`src/rtl/uart_tx_arbiter.sv`:
```
// Two-requester, packet-locked round-robin arbiter feeding a byte-wide UART transmitter.
// Optional build macro HEADER_EN_EN prefixes each packet with 8'hA5 and the granted requester id.
module uart_tx_arbiter #(
   parameter logic [15:0] IDLE_TIMEOUT = 16'd50000
) (
   input  logic       clk,
   input  logic       rst_n,
   input  logic       rq0_valid,
   input  logic [7:0] rq0_data,
   input  logic       rq0_last,
   output logic       rq0_ready,
   input  logic       rq1_valid,
   input  logic [7:0] rq1_data,
   input  logic       rq1_last,
   output logic       rq1_ready,
   input  logic       tx_done,
   output logic [7:0] uart_tx,
   output logic       uart_trmt,
   output logic [1:0] grant,
   output logic       abort
);
   localparam logic [2:0] S_IDLE      = 3'd0;
   localparam logic [2:0] S_ARB       = 3'd1;
`ifdef HEADER_EN_EN
   localparam logic [2:0] S_HDR       = 3'd2;
`endif
   localparam logic [2:0] S_LOAD      = 3'd3;
   localparam logic [2:0] S_SEND      = 3'd4;
   localparam logic [2:0] S_WAIT_DONE = 3'd5;

   logic [2:0]  r_state;
   logic [1:0]  r_grant;
   logic        r_last_grant;   // 1 = rq1 was granted most recently
   logic [7:0]  r_tx_byte;
   logic        r_tx_last;
   logic [15:0] r_timeout;
   logic        r_abort;
`ifdef HEADER_EN_EN
   logic        r_in_hdr;
   logic        r_hdr_idx;
`endif

   logic        w_owner_vld;
   logic [7:0]  w_owner_dat;
   logic        w_owner_last;
   logic        w_xfer;
   logic        w_win1;
   logic [15:0] w_timeout_nxt;

   assign w_owner_vld   = (r_grant[0] & rq0_valid) | (r_grant[1] & rq1_valid);
   assign w_owner_dat   = r_grant[1] ? rq1_data : rq0_data;
   assign w_owner_last  = r_grant[1] ? rq1_last : rq0_last;
   assign w_xfer        = (r_state == S_LOAD) && w_owner_vld;
   assign w_win1        = rq1_valid && (!rq0_valid || !r_last_grant);
   assign w_timeout_nxt = r_timeout + 16'd1;

   assign rq0_ready = w_xfer && r_grant[0];
   assign rq1_ready = w_xfer && r_grant[1];
   assign uart_trmt = (r_state == S_SEND);
   assign uart_tx   = r_tx_byte;
   assign grant     = r_grant;
   assign abort     = r_abort;

   always_ff @(posedge clk or negedge rst_n) begin
      if (!rst_n) begin
         r_state      <= S_IDLE;
         r_grant      <= 2'b00;
         r_last_grant <= 1'b1;
         r_tx_byte    <= 8'h00;
         r_tx_last    <= 1'b0;
         r_timeout    <= 16'd0;
         r_abort      <= 1'b0;
`ifdef HEADER_EN_EN
         r_in_hdr     <= 1'b0;
         r_hdr_idx    <= 1'b0;
`endif
      end else begin
         r_abort <= 1'b0;
         case (r_state)
            S_IDLE: begin
               if (rq0_valid || rq1_valid) r_state <= S_ARB;
            end
            S_ARB: begin
               if (rq0_valid || rq1_valid) begin
                  r_grant      <= w_win1 ? 2'b10 : 2'b01;
                  r_last_grant <= w_win1;
`ifdef HEADER_EN_EN
                  r_state      <= S_HDR;
`else
                  r_state      <= S_LOAD;
`endif
               end else begin
                  r_state <= S_IDLE;
               end
            end
`ifdef HEADER_EN_EN
            S_HDR: begin
               r_tx_byte <= r_hdr_idx ? {7'd0, r_grant[1]} : 8'hA5;
               r_in_hdr  <= 1'b1;
               r_state   <= S_SEND;
            end
`endif
            S_LOAD: begin
               if (w_owner_vld) begin
                  r_tx_byte <= w_owner_dat;
                  r_tx_last <= w_owner_last;
                  r_timeout <= 16'd0;
                  r_state   <= S_SEND;
               end else if (w_timeout_nxt == IDLE_TIMEOUT) begin
                  // stalled owner loses the grant and the tie-break
                  r_timeout    <= 16'd0;
                  r_abort      <= 1'b1;
                  r_last_grant <= r_grant[1];
                  r_grant      <= 2'b00;
                  r_state      <= S_IDLE;
               end else begin
                  r_timeout <= w_timeout_nxt;
               end
            end
            S_SEND: begin
               r_state <= S_WAIT_DONE;
            end
            S_WAIT_DONE: begin
               if (tx_done) begin
`ifdef HEADER_EN_EN
                  if (r_in_hdr) begin
                     r_in_hdr  <= 1'b0;
                     r_hdr_idx <= ~r_hdr_idx;
                     r_state   <= r_hdr_idx ? S_LOAD : S_HDR;
                  end else
`endif
                  if (r_tx_last) begin
                     r_grant <= 2'b00;
                     r_state <= S_IDLE;
                  end else begin
                     r_state <= S_LOAD;
                  end
               end
            end
            default: r_state <= S_IDLE;
         endcase
      end
   end
endmodule

```
`config.mk`:
```
export PLATFORM = sky130hd
export DESIGN_NAME = uart_tx_arbiter
export DESIGN_NICKNAME = d
export VERILOG_FILES = /design/src/rtl/uart_tx_arbiter.sv
export SDC_FILE = /design/constraint.sdc
export NUM_CORES = 1
export LEC_CHECK = 0
export CORE_MARGIN = 5
export CORE_UTILIZATION = 35
export DETAILED_ROUTE_END_ITERATION = 10
export SLEW_MARGIN = 20
export SYNTH_ARGS = -nofsm -noshare
export SYNTH_HDL_FRONTEND = slang
export SYNTH_SLANG_ARGS = --single-unit
```
`constraint.sdc`:
```
create_clock -name clk -period 4.3 [get_ports clk]
set_input_delay 1.075 -clock clk [delete_from_list [all_inputs] [get_ports clk]]
set_output_delay 1.075 -clock clk [all_outputs]
set_load 0.05 [all_outputs]
```
* Yosys cells after proc, flatten, opt, wreduce, memory -nomap -nowiden
Cells that the tools add are included.
** Operators by class
- $add $sub $neg :: 1
- Equal/unequal tests :: 12
- Multiplexer cells :: 25
- Bitwise logic cells :: 3
- Reductions and logical operators :: 15
** Operators by type and width (count)
- two-way mux 16 bit :: 2
- adder 16 x 1 -> 16 bit (second input constant) :: 1
- == test 16 bit (second input constant) :: 1
- two-way mux 2 bit :: 8
- case mux 3 bit (5 select lines) :: 1
- two-way mux 3 bit :: 4
- != test 2 bit (second input constant) :: 5
- two-way mux 8 bit :: 1
- two-way mux 1 bit :: 7
- == test 3 bit (second input constant) :: 2
- case mux 2 bit (3 select lines) :: 1
- AND reduction 6 bit :: 1
- logical AND 1 bit :: 4
- AND reduction 4 bit :: 1
- == test 3 x 1 -> 1 bit (second input constant) :: 1
- == test 3 x 2 -> 1 bit (second input constant) :: 1
- zero test 3 bit :: 1
- != test 3 x 2 -> 1 bit (second input constant) :: 1
- AND reduction 3 bit :: 1
- nonzero test 3 bit :: 1
- bitwise AND 1 bit :: 2
- zero test 1 bit :: 2
- logical OR 1 bit :: 2
- != test 2 x 1 -> 1 bit (second input constant) :: 1
- 4 further kinds :: 4
** Word-level totals
- Flip-flop bits (word level) :: 32
- Input bits :: 23

* Logic depth before layout (Yosys ltp)
- Depth after elaboration :: 6
- Depth in mapped cells :: 10
- Gate-level depth less buffers :: 8

* Worst setup path after synthesis
OpenSTA, ideal clock, no wires.
- Path kind :: in2out
- Start :: input port rq0_valid
- End :: output port rq1_ready
- Arrival time :: 2239 ps
- Data required time :: 3225 ps
- Setup slack :: 986 ps
- Cell stages on the path :: 4
- Path buffers :: 1
- Cells stage by stage :: a22o_1 > nand2_1 > clkbuf_1 > nor2_1
** On the way
- Cells in the longest elaborated chain, start to end :: 4
** RTL lines
- start: declaration :: line 8 : input logic rq0_valid,
- bitwise AND 1 bit :: line 50 : assign w_owner_vld = (r_grant[0] & rq0_valid) | (r_grant[1] & rq1_valid);
- OR 1 bit :: line 50
- logical AND 1 bit :: line 53 : assign w_xfer = (r_state == S_LOAD) && w_owner_vld;
- logical AND 1 bit :: line 58 : assign rq1_ready = w_xfer && r_grant[1];
- end: declaration :: line 15 : output logic rq1_ready,
No other way between the ends.

* Worst setup path in the final report
- Start :: input port rq1_valid
- End :: output port rq1_ready
** On the way
- Cells in the longest elaborated chain, start to end :: 4
** RTL lines
- start: declaration :: line 12 : input logic rq1_valid,
- bitwise AND 1 bit :: line 50
- OR 1 bit :: line 50
- logical AND 1 bit :: line 53
- logical AND 1 bit :: line 58
No other way between the ends.

==> impl_metrics.tcl <==
set metrics [dict create \
    synth-simple-area-share 0.278 \
    synth-adder-area-share 0.00610 \
    clkTransAtPathRegs_ps 70 \
    grt_pass1_wl_mm 8.25 \
    grt_pass1_vias 1721 \
    synth_cells 246 \
    port_buffers 36 \
    start_kind "input pin" \
    crit_type "in2out" \
    mappedNetlistArea_sq_um 2050 \
    synthXorXnorAreaFrac 0.00854 \
    layout-drive-gt1-share 0.0975 \
    synth_fp_nets 270 \
    yosys-mux-area-fraction 0.0494 \
    rsz0062_at_grt "false" \
    cts_root_buf "clkbuf_8" \
    ys_seq_area_frac 0.391 \
    synth_top_family_by_area "simple AND/OR/NAND/NOR gates" \
    io_pins 37 \
    async_flop_share 1.00 \
    p_per_area_nw_per_um2 594 \
    dieArea_sq_um 7490 \
    cpMaxStageDelayCell "clkdlybuf4s50_1" \
    cts_resized 0 \
    cts_tree "yes" \
    crit_chain "clkdlybuf4s50_1, a22o_1, nand2_1, nor2_1, buf_12" \
    synth_top_cell_area_share 0.378 \
    p_leak_nw 1.03 \
    ys_warn_count 0 \
    tns_ps 0 \
    vias 1826 \
    clk_latency_ps 280 \
    max_freq_ghz 0.289 \
    synth_edf_count 0 \
    start_util 0.366 \
    endpoint_kind "output pin" \
    avgSynthCellArea_sq_um 8.34 \
    ys_top_cells_by_area "dfrtp_1 (38%), nand2_1 (8.2%), o21ai_0 (5.9%)" \
    crit_required_ps 3220 \
    hpwl_mm 3.63 \
    die_h_um 86.5 \
    stdcell_count 349 \
    firstDrtPassIters 4 \
    final_hold_viol_count 0 \
    track_usage 0.137 \
    post_cts_buffers 0 \
    setup_violations 0 \
    yosysTopAreaCell "dfrtp_1" \
    core_area_sq_um 5610 \
    worstPathMaxFanout 7 \
    dpl.cell_count 342 \
    diodes 0 \
    gr-total-overflow 0 \
    ys_ff_latch 32 \
    netlist-cell-type-count 53 \
    cts_sinks 32 \
    ant_nets 0 \
    rows 27 \
    path_delay_family "buffers and inverters" \
    grt_start_max_net_pins 33 \
    die_w_um 86.5 \
    drtIter0Drc 121 \
    via_per_inst 5.23 \
    numCtsBuffers 5 \
    min_period_ps 3460 \
    holdBufCountCts 0 \
    outcome "finished clean" \
    finalClockSkew_ps 4.78 \
    areaGrowthSynthToFinish_pct 22.5 \
    slowest_delay_ps 570 \
    synth_compound_gate_area_share 0.197 \
    drt-total-wl_mm 4.90 \
    clk_path_buf_depth 2 \
    cts_htree_levels 2 \
    synth_flop_cell "dfrtp_1" \
    cp.arrival_ps 2390 \
    antenna_found_initial 0 \
    worst_pin_slew_ps 648 \
    nets 301 \
    fin_crit_sh 0.805 \
    drc 0 \
    place.gp.congestion 0.819 \
    cp.buffers_inverters 2 \
    vdd_ir_drop_max_uv 249 \
    maxCapViolations 0 \
    wl_per_cell_um 14.0 \
    slew_headroom 0.568 \
    maxSlewViolCount 0 \
    hp-class "reg2reg" \
]
[metrics by stage]
stage / total power, mW / hold WS (ps) / area, sq um / utilization / worst slack [ps]
2_1_floorplan: 1.07 / 471 / 2050 / - / 986
3_3_place_gp: 1.28 / 462 / 2430 / 0.434 / 872
3_5_place_dp: 1.29 / 469 / 2430 / 0.434 / 839
4_1_cts: 1.51 / 484 / 2510 / 0.448 / 830
5_1_grt: 1.61 / 520 / 2510 / 0.448 / 715
6_report: 1.49 / 479 / 2510 / 0.448 / 838
[worst min-delay path, stage by stage (launching register included)]
cell and delay (ps):
dfrtp_1 340, nand2_1 40, o21ai_0 60
[synthesized netlist by cell type, types with 2 or more instances]
| master | number |
|---|---|
| xor2_1 | 2 |
| nand2_1 | 45 |
| o22ai_1 | 2 |
| clkbuf_1 | 9 |
| buf_2 | 4 |
| nor2_1 | 12 |
| mux2i_1 | 9 |
| nand3_1 | 16 |
| a41oi_2 | 3 |
| nor3_1 | 12 |
| a21oi_1 | 8 |
| a31oi_1 | 8 |
| o21ai_0 | 24 |
| inv_1 | 9 |
| nand4_1 | 4 |
| or3_1 | 4 |
| and2_1 | 2 |
| nor4_1 | 3 |
| a211oi_1 | 2 |
| and3_2 | 2 |
| o31ai_1 | 3 |
| dfrtp_1 | 31 |
| nand2b_1 | 2 |
[power breakdown]
group          switching (mW)  internal (mW)
Sequential              0.134          0.401
Clock                   0.109          0.110
Combinational           0.451          0.287
[worst paths after layout]
path,startpoint,to,slack (ps),depth (start not counted)
setup / recovery,rq1_valid,rq1_ready,840,5
hold / removal,uart_tx[6],uart_tx[6],480,2
setup reg to reg,r_timeout[0],grant[1],1230,8
hold reg to reg,uart_tx[6],uart_tx[6],480,2
max in group asynchronous,rst_n,r_last_grant,2780,2
min in group asynchronous,rst_n,r_timeout[7],1190,2
[placed cells by master (no fill, tap or decap), types with 3 or more instances in the layout]
master and count:
dfrtp_1 31, a31oi_1 8, o21ai_0 24, nor3_1 12, a41oi_2 3, mux2i_1 9, nor4_1 3, o31ai_1 3
clkdlybuf4s50_1 34, nand2_1 45, clkbuf_8 5, buf_4 5, nand4_1 4, nand3_1 16, a21oi_1 8, inv_1 9
nor2_1 12, or3_1 4
[flip-flops by register name, indices dropped and copies added (netlist names)]
signal and cells:
r_state 3, uart_tx 8, r_tx_last 1, r_last_grant 1
abort 1, grant 2, r_timeout 16
[area by class of cell]
| cell class | instances | area, sq um |
|---|---|---|
| Clock inverter | 1 | 5.00 |
| Fill cell | 568 | 3100 |
| Multi-Input combinational cell | 188 | 1110 |
| Clock buffer | 6 | 72.6 |
| Inverter | 10 | 37.5 |
| Timing Repair Buffer | 40 | 398 |
| Tap cell | 72 | 90.1 |
| Sequential cell | 32 | 802 |
[cell families (layout without fill, tap and decap cells)]
kind of cell               count (synthesis)  count (layout)
adders and majority gates                  1               1
xor gates and xnor gates                   2               2
muxes                                     10              10
buffers and inverters                     26              57
AOI/OAI and AO/OA                         61              61
and+or+nand+nor                          114             114
DFF                                       32              32
[routing by layer]
layer / routed length, um / vias up / GRT usage
met5: 0 / - / 0
met4: 73 / 0 / 0.0567
met3: 202 / 7 / 0.0257
met2: 2420 / 42 / 0.227
met1: 2210 / 827 / 0.175
li1: - / 950 / -
Power figures use the tool's default switching activity.
